### src/rtl/uart_rx_cmd_dispatcher.sv
// ---------------------------------------------------------------------------
// uart_rx_cmd_dispatcher
//
// Drains the UART RX frame FIFO one 40-bit frame at a time. Each frame is
// {dest[3:0], type[3:0], payload[31:0]}. The payload and type are handed to
// consumer <dest> over a req/ack handshake. Invalid destinations and consumer
// timeouts become error frames {8'hFE, code, header, payload[15:0]}, which are
// written to the TX control FIFO so that the host gets a reply.
//
// Optional feature macro: DISPATCH_BROADCAST_EN
//   When defined, dest 0xF raises every Dest_Req bit. Each bit drops on its
//   own ack. A timeout reports code 0x03 with the missing-ack mask in the
//   low bits of the error frame. When the macro is undefined, dest 0xF is
//   an ordinary invalid id (code 0x01).
//
// Parameters:
//   NUM_DEST        number of consumer ports (1..15)
//   TIMEOUT_CYCLES  cycles a request may wait for its ack (>= 2)
//
// Ports:
//   Clock, Reset    logic clock, asynchronous active-high reset
//   RX_Fifo_Empty   RX FIFO empty flag
//   RX_Fifo_RE      RX FIFO read strobe (Q is valid the cycle after)
//   RX_Fifo_Data    RX FIFO Q, 40-bit frame
//   Dest_Req        one-hot request, held until ack or timeout
//   Dest_Type       latched header[3:0]
//   Dest_Data       latched payload[31:0]
//   Dest_Ack        per-consumer acknowledge (pulse or level)
//   Err_Fifo_WE     TX control FIFO write strobe
//   Err_Fifo_Data   error frame, stable while in ERROR
//   Err_Fifo_Full   TX control FIFO full flag
//   Busy            high whenever the FSM is not idle
//   Frame_Count     frames acked (wrapping)
//   Error_Count     error frames written (saturating)
// ---------------------------------------------------------------------------
module uart_rx_cmd_dispatcher #(
    parameter int NUM_DEST       = 4,
    parameter int TIMEOUT_CYCLES = 1024
) (
    input  logic                Clock,
    input  logic                Reset,
    input  logic                RX_Fifo_Empty,
    output logic                RX_Fifo_RE,
    input  logic [39:0]         RX_Fifo_Data,
    output logic [NUM_DEST-1:0] Dest_Req,
    output logic [3:0]          Dest_Type,
    output logic [31:0]         Dest_Data,
    input  logic [NUM_DEST-1:0] Dest_Ack,
    output logic                Err_Fifo_WE,
    output logic [39:0]         Err_Fifo_Data,
    input  logic                Err_Fifo_Full,
    output logic                Busy,
    output logic [15:0]         Frame_Count,
    output logic [15:0]         Error_Count
);

    localparam int         TMO_W      = $clog2(TIMEOUT_CYCLES);
    localparam logic [TMO_W-1:0] TMO_LAST = TMO_W'(TIMEOUT_CYCLES - 1);
    localparam logic [3:0] NUM_DEST_W = 4'(NUM_DEST);
`ifdef DISPATCH_BROADCAST_EN
    localparam logic [15:0] DEST_MASK = 16'((1 << NUM_DEST) - 1);
`endif

    typedef enum logic [2:0] {
        ST_IDLE,
        ST_READ,
        ST_LATCH,
        ST_DISPATCH,
        ST_ERROR
    } state_t;

    state_t              state;
    logic [39:0]         frame_q;
    logic [TMO_W-1:0]    tmo_cnt;
`ifdef DISPATCH_BROADCAST_EN
    logic                is_bcast;
`endif

    logic [3:0]          rx_dest;
    logic                rx_ok;
    logic [NUM_DEST-1:0] rx_req;
    logic [NUM_DEST-1:0] remaining;
    logic [7:0]          tmo_code;
    logic [15:0]         tmo_low;

    assign rx_dest = RX_Fifo_Data[39:36];

    // Requests still waiting for an ack. A one-hot request drops only on
    // the ack of its own bit, so acks on other bits leave it untouched.
    assign remaining = Dest_Req & ~Dest_Ack;

    // Decode the incoming header into the request vector to raise.
    // NOTE: every always_comb output gets a default first so no latch is inferred.
    always_comb begin
        rx_req = '0;
        for (int i = 0; i < NUM_DEST; i++) begin
            rx_req[i] = (rx_dest == 4'(i));
        end
        rx_ok = (rx_dest < NUM_DEST_W);
`ifdef DISPATCH_BROADCAST_EN
        if (rx_dest == 4'hF) begin
            rx_req = '1;
            rx_ok  = 1'b1;
        end
`endif
    end

    // Error code and low half-word reported when a request times out.
    always_comb begin
        tmo_code = 8'h02;
        tmo_low  = frame_q[15:0];
`ifdef DISPATCH_BROADCAST_EN
        if (is_bcast) begin
            tmo_code = 8'h03;
            tmo_low  = (frame_q[15:0] & ~DEST_MASK) | 16'(remaining);
        end
`endif
    end

    // The two FIFO strobes are decoded from the state so that each one is
    // qualified by the flag of the same cycle. A registered strobe would
    // act on a flag that is one cycle old and could overrun or underrun.
    // Reset gates RE because the state already reads IDLE during reset.
    assign RX_Fifo_RE  = (state == ST_IDLE) && !RX_Fifo_Empty && !Reset;
    assign Err_Fifo_WE = (state == ST_ERROR) && !Err_Fifo_Full;
    assign Busy        = (state != ST_IDLE);

    assign Dest_Type = frame_q[35:32];
    assign Dest_Data = frame_q[31:0];

    // NOTE: sequential state uses non-blocking assignments only, so every
    // register in this block samples the values from before the clock edge.
    // NOTE: the asynchronous reset clears every register, including the
    // latched frame, so no stale payload survives a reset.
    always_ff @(posedge Clock or posedge Reset) begin
        if (Reset) begin
            state         <= ST_IDLE;
            frame_q       <= '0;
            tmo_cnt       <= '0;
            Dest_Req      <= '0;
            Err_Fifo_Data <= '0;
            Frame_Count   <= '0;
            Error_Count   <= '0;
`ifdef DISPATCH_BROADCAST_EN
            is_bcast      <= 1'b0;
`endif
        end else begin
            case (state)
                ST_IDLE: begin
                    if (!RX_Fifo_Empty) begin
                        state <= ST_READ;
                    end
                end

                ST_READ: begin
                    state <= ST_LATCH;
                end

                ST_LATCH: begin
                    frame_q <= RX_Fifo_Data;
                    tmo_cnt <= '0;
`ifdef DISPATCH_BROADCAST_EN
                    is_bcast <= (rx_dest == 4'hF);
`endif
                    if (rx_ok) begin
                        Dest_Req <= rx_req;
                        state    <= ST_DISPATCH;
                    end else begin
                        Err_Fifo_Data <= {8'hFE, 8'h01, RX_Fifo_Data[39:32],
                                          RX_Fifo_Data[15:0]};
                        state         <= ST_ERROR;
                    end
                end

                ST_DISPATCH: begin
                    // An ack in the expiry cycle is checked first, so it wins.
                    if (remaining == '0) begin
                        Dest_Req    <= '0;
                        Frame_Count <= Frame_Count + 16'd1;
                        state       <= ST_IDLE;
                    end else if (tmo_cnt == TMO_LAST) begin
                        Dest_Req      <= '0;
                        Err_Fifo_Data <= {8'hFE, tmo_code, frame_q[39:32], tmo_low};
                        state         <= ST_ERROR;
                    end else begin
                        Dest_Req <= remaining;
                        tmo_cnt  <= tmo_cnt + TMO_W'(1);
                    end
                end

                ST_ERROR: begin
                    // Hold the error frame while the TX FIFO is full and never drop it.
                    if (!Err_Fifo_Full) begin
                        if (Error_Count != 16'hFFFF) begin
                            Error_Count <= Error_Count + 16'd1;
                        end
                        state <= ST_IDLE;
                    end
                end

                default: begin
                    state <= ST_IDLE;
                end
            endcase
        end
    end

endmodule

### config.mk
export PLATFORM = sky130hd
export DESIGN_NAME = uart_rx_cmd_dispatcher
export DESIGN_NICKNAME = d
export VERILOG_FILES = /design/src/rtl/uart_rx_cmd_dispatcher.sv
export SDC_FILE = /design/constraint.sdc
export NUM_CORES = 1
export LEC_CHECK = 0
export BUFFER_PORTS_ARGS = -buffer_cell sky130_fd_sc_hd__buf_4
export CAP_MARGIN = 20
export CORE_UTILIZATION = 50
export CTS_BUF_LIST = sky130_fd_sc_hd__clkbuf_8
export DETAILED_ROUTE_END_ITERATION = 16
export PLACE_DENSITY = 0.85
export SKIP_CTS_REPAIR_TIMING = 1
export SYNTH_ARGS = -nofsm -noshare
export SYNTH_HDL_FRONTEND = slang
export SYNTH_SLANG_ARGS = --single-unit
### constraint.sdc
create_clock -name Clock -period 5.4 [get_ports Clock]
set_clock_uncertainty 0.1 [all_clocks]
set_input_delay 0.81 -clock Clock [delete_from_list [all_inputs] [get_ports Clock]]
set_output_delay 0.81 -clock Clock [all_outputs]
set_load 0.01 [all_outputs]
### Yosys cells after proc, flatten, opt, wreduce, memory -nomap -nowiden

Index checks and enable logic that the tools add are counted.

* register bits after elaboration: 129
* input bits: 48
* output and inout bits: 115
* logic and storage cells: 65

* $add $sub $neg: 3
* $lt $le $gt $ge: 1
* equal/unequal tests: 17
* multiplexer cells: 17
* bitwise logic cells: 3
* reductions and logical operators: 17

Operator list (number)
* two-way mux 40 bit: 3
* one-hot mux 40 bit (2 select lines): 1
* adder 16 x 1 -> 16 bit (second input constant): 2
* two-way mux 10 bit: 2
* one-hot mux 10 bit (2 select lines): 1
* inequality test 16 bit (second input constant): 1
* two-way mux 3 bit: 5
* one-hot mux 3 bit (5 select lines): 1
* inequality test 2 bit (second input constant): 7
* two-way mux 4 bit: 3
* adder 10 x 1 -> 10 bit (second input constant): 1
* == test 10 bit (second input constant): 1
* AND reduction 3 bit: 3
* == test 4 x 2 -> 1 bit (second input constant): 2
* logical NOT 4 bit: 2
* one-hot mux 4 bit (2 select lines): 1
* == test 3 x 2 -> 1 bit (second input constant): 2
* AND 4 bit: 1
* == test 4 x 1 -> 1 bit (second input constant): 1
* < comparator 4 x 3 -> 1 bit (second input constant): 1
* NOT 4 bit: 1
* AND reduction 2 bit: 2
* AND reduction 4 bit: 1
* == test 3 x 1 -> 1 bit (second input constant): 1
* other kinds (8): 12

### Logic depth before layout (Yosys ltp)

* depth after elaboration: 5
* gate-level depth with buffers: 7
* mapped depth without buffers: 5

### Worst setup path before layout

OpenSTA, ideal clock, no wires.

* path kind: register to output
* start: register state[0]
* end: output RX_Fifo_RE
* arrival time: 1.474 ns
* required time: 4.490 ns
* slack: 3.016 ns
* stages on the path, launching flop included: 5
* buffers on the path: 1
* path through: dfrtp_1 > buf_6 > or3_2 > or2_2 > nor2_1

* word-level cells in the longest chain between the ends: 3

Ends and longest elaborated chain
* from (decl): line 72 `state_t state;`
* from (signal assigned): line 137 `state <= ST_IDLE;`
* from (signal assigned): line 151 `state <= ST_READ;`
* from (signal assigned): line 156 `state <= ST_LATCH;`
* logical NOT 3 bit: line 124 `assign RX_Fifo_RE = (state == ST_IDLE) && !RX_Fifo_Empty && !Reset;`
* logical AND 1 bit (2 in series): line 124
* to (decl): line 43 `output logic RX_Fifo_RE,`

Every way passes these cells.

### Final worst setup path

Same ends and word-level chain as after synthesis.

==> results.toml <==
[synthesis]
synth_cells = 561
ys_seq_area_frac = 0.502
avgSynthCellArea_um2 = 10.3
synth_area_leader_cell = "dfrtp_1"
synth_edf_count = 0
ys.flop_type = "dfrtp_1"
synth_top_area_share = 0.502
synth_area_um2 = 5790
yosysUniqueCellTypes = 67
yosys_warnings = 0
synthTopCellsByCount = "143 x nand2_1, 116 x dfrtp_1, 51 x buf_4"
yosys.cell_count.top_type = "nand2_1"
ys_async_sr_fraction = 1.00
synth.area.top_cells = "dfrtp_1 50%, nand2_1 9.3%, buf_4 6.6%"
synth-seq-cells = 116

[clocking]
cts_buffers = 17
htree_num_levels = 4
cts_tree = "done"
clockBufferDepth = 2
clkSinkCount = 116
clk_pin_slew_ns = 0.07
cts_root_buf = "clkbuf_8"
clk_latency_ns = 0.44

[critical_path]
r2r_end = "Err_Fifo_Data[10]"
r2r_start = "state[0]"
r2r_slack_ns = 2.56
critPathBufInv = 1
slowest_delay_ns = 0.57
path_max_fanout = 10
crit_slowest_cell = "or3_2"
reg2reg_depth = 5
worst-setup-path-type = "reg -> out"
arrival_ns = 2.18
endpoint_kind = "output pin"
start_kind = "flip-flop"
required_ns = 4.49
worstPathCellList = "or3_2, or2_2, nor2_1, buf_4"
crit_family = "simple AND/OR/NAND/NOR gates"

[timing]
timing.setup.tns_ns = 0
grt_setup_unrepaired = "false"
slew_headroom = 0.407
drv_slew = 0
clock.fmax_mhz = 324
setup_violations = 0
period_share = 0.572
finalHoldViolCount = 0
fin_crit_ns = 3.09
worst_pin_slew_ns = 0.890

[hold_path]
hold_class = "reg -> reg"
hold_start = "frame_q[17]"
holdPathEnd = "frame_q[17]"
hold_depth = 2

[finish]
diodes = 0
area_delta_synth_final_pct = 23.2
final_nets = 725
drive_above_1_share = 0.332
final-instance-count-excl-fill = 826

[power]
vdd.ir_drop.worst_mv = 0.248
power_density_nw_per_um2 = 539
total_power_uw = 3840
leakagePower_uw = 0.00339

[global_routing]
grtUsageTotal = 0.251
grt_overflow = 0
grt_first_pass_wirelength_mm = 22.8
grt_pass1_vias = 4708
grt_max_degree = 72
antenna_found_initial = 0

[drt]
vias = 4662
drt_pre_antenna_iters = 5
wirelength_mm = 14.2
drt_iter0_drc = 360
drc_errors = 0
avgRoutedWirePerCell_um = 17.2
drt-vias-per-instance = 5.64
antenna_left = 0

[flow_run]
drv_cap = 0

[floorplanning]
die_w_um = 110
floorplan.rows = 38
initial_core_util = 0.522
dieArea_um2 = 12000
die_h_um = 110
ioPinCount = 163
core_area_um2 = 11100

[place]
io_buffers = 155
place.gp.congestion = 0.856
dp.cells = 794
place_hpwl_mm = 9.63

[status]
outcome = "completed"
-- power breakdown --
group	internal, uW	switching [uW]	total [uW]
clock	579	347	925
sequential	1160	258	1420
combinational	714	782	1500
-- worst max-delay path by stage --
stage               slack (ns)  startpoint  depth (start not counted)                end
finish                    2.31    state[0]                          4         RX_Fifo_RE
global placement          2.42    state[0]                          4  Err_Fifo_Data[16]
detailed placement        2.25    state[0]                          4  Err_Fifo_Data[18]
global route              2.25    state[0]                          4         RX_Fifo_RE
floorplan                 1.42       Reset                          1        Dest_Req[0]
CTS                       2.25    state[0]                          4  Err_Fifo_Data[18]
-- registers in the layout, indices dropped and copies added, names as in the netlist --
signal / cells
frame_q: 40
Error_Count: 16
Dest_Req: 4
Err_Fifo_Data: 27
state: 3
tmo_cnt: 10
Frame_Count: 16
-- stage by stage --
step	area (um2)	utilization	worst slack [ns]	hold slack (ns)
after floorplan	5810	-	1.42	0.346
after CTS	7120	0.643	2.25	0.376
after global placement	6660	0.601	2.42	0.358
after global routing	7130	0.644	2.25	0.390
after detailed placement	6660	0.601	2.25	0.365
final	7130	0.644	2.31	0.378
-- worst reg2reg max path, stage by stage, from the launching register on --
cell and delay [ns]:
dfrtp_1 0.61, and3b_2 0.71, nand4_1 0.65, buf_6 0.36, o22ai_1 0.20, a2bb2oi_2 0.09
-- kinds of logic after synthesis --
logic type,after synthesis,share of synthesized area
and+or+nand+nor,235,0.200
DFF,116,0.502
AOI/OAI and AO/OA,90,0.136
buffers and inverters,80,0.0979
xor gates and xnor gates,28,0.0424
muxes,8,0.0151
adders and majority gates,3,0.00649
other,1,0.000648
-- layer usage --
layer | routed length [um] | share of wire | global-route usage | up-vias
met4 | 408 | 0.029 | 0.125 | 0
met3 | 834 | 0.059 | 0.0699 | 39
met5 | 0 | 0 | 0 | -
li1 | - | - | - | 2147
met1 | 5670 | 0.40 | 0.295 | 2292
met2 | 7330 | 0.51 | 0.422 | 184
-- cell type report --
type | instances | area [um2]
flip-flops and latches | 116 | 2900
well taps | 140 | 175
inverters | 6 | 25.0
clock buffers | 20 | 275
repair buffers | 162 | 1220
multi-input cells | 371 | 2350
fillers | 829 | 3950
clock inverters | 11 | 183
-- layout by cell type (no fill, tap or decap), drive strengths merged, types with 10 or more instances in the layout --
cell type / instances
xor2: 21
nand2: 143
nor4: 13
buf: 162
nor2: 10
a2bb2oi: 23
clkbuf: 20
dfrtp: 116
nand3: 15
o22ai: 23
(Power assumes the default switching activity.)
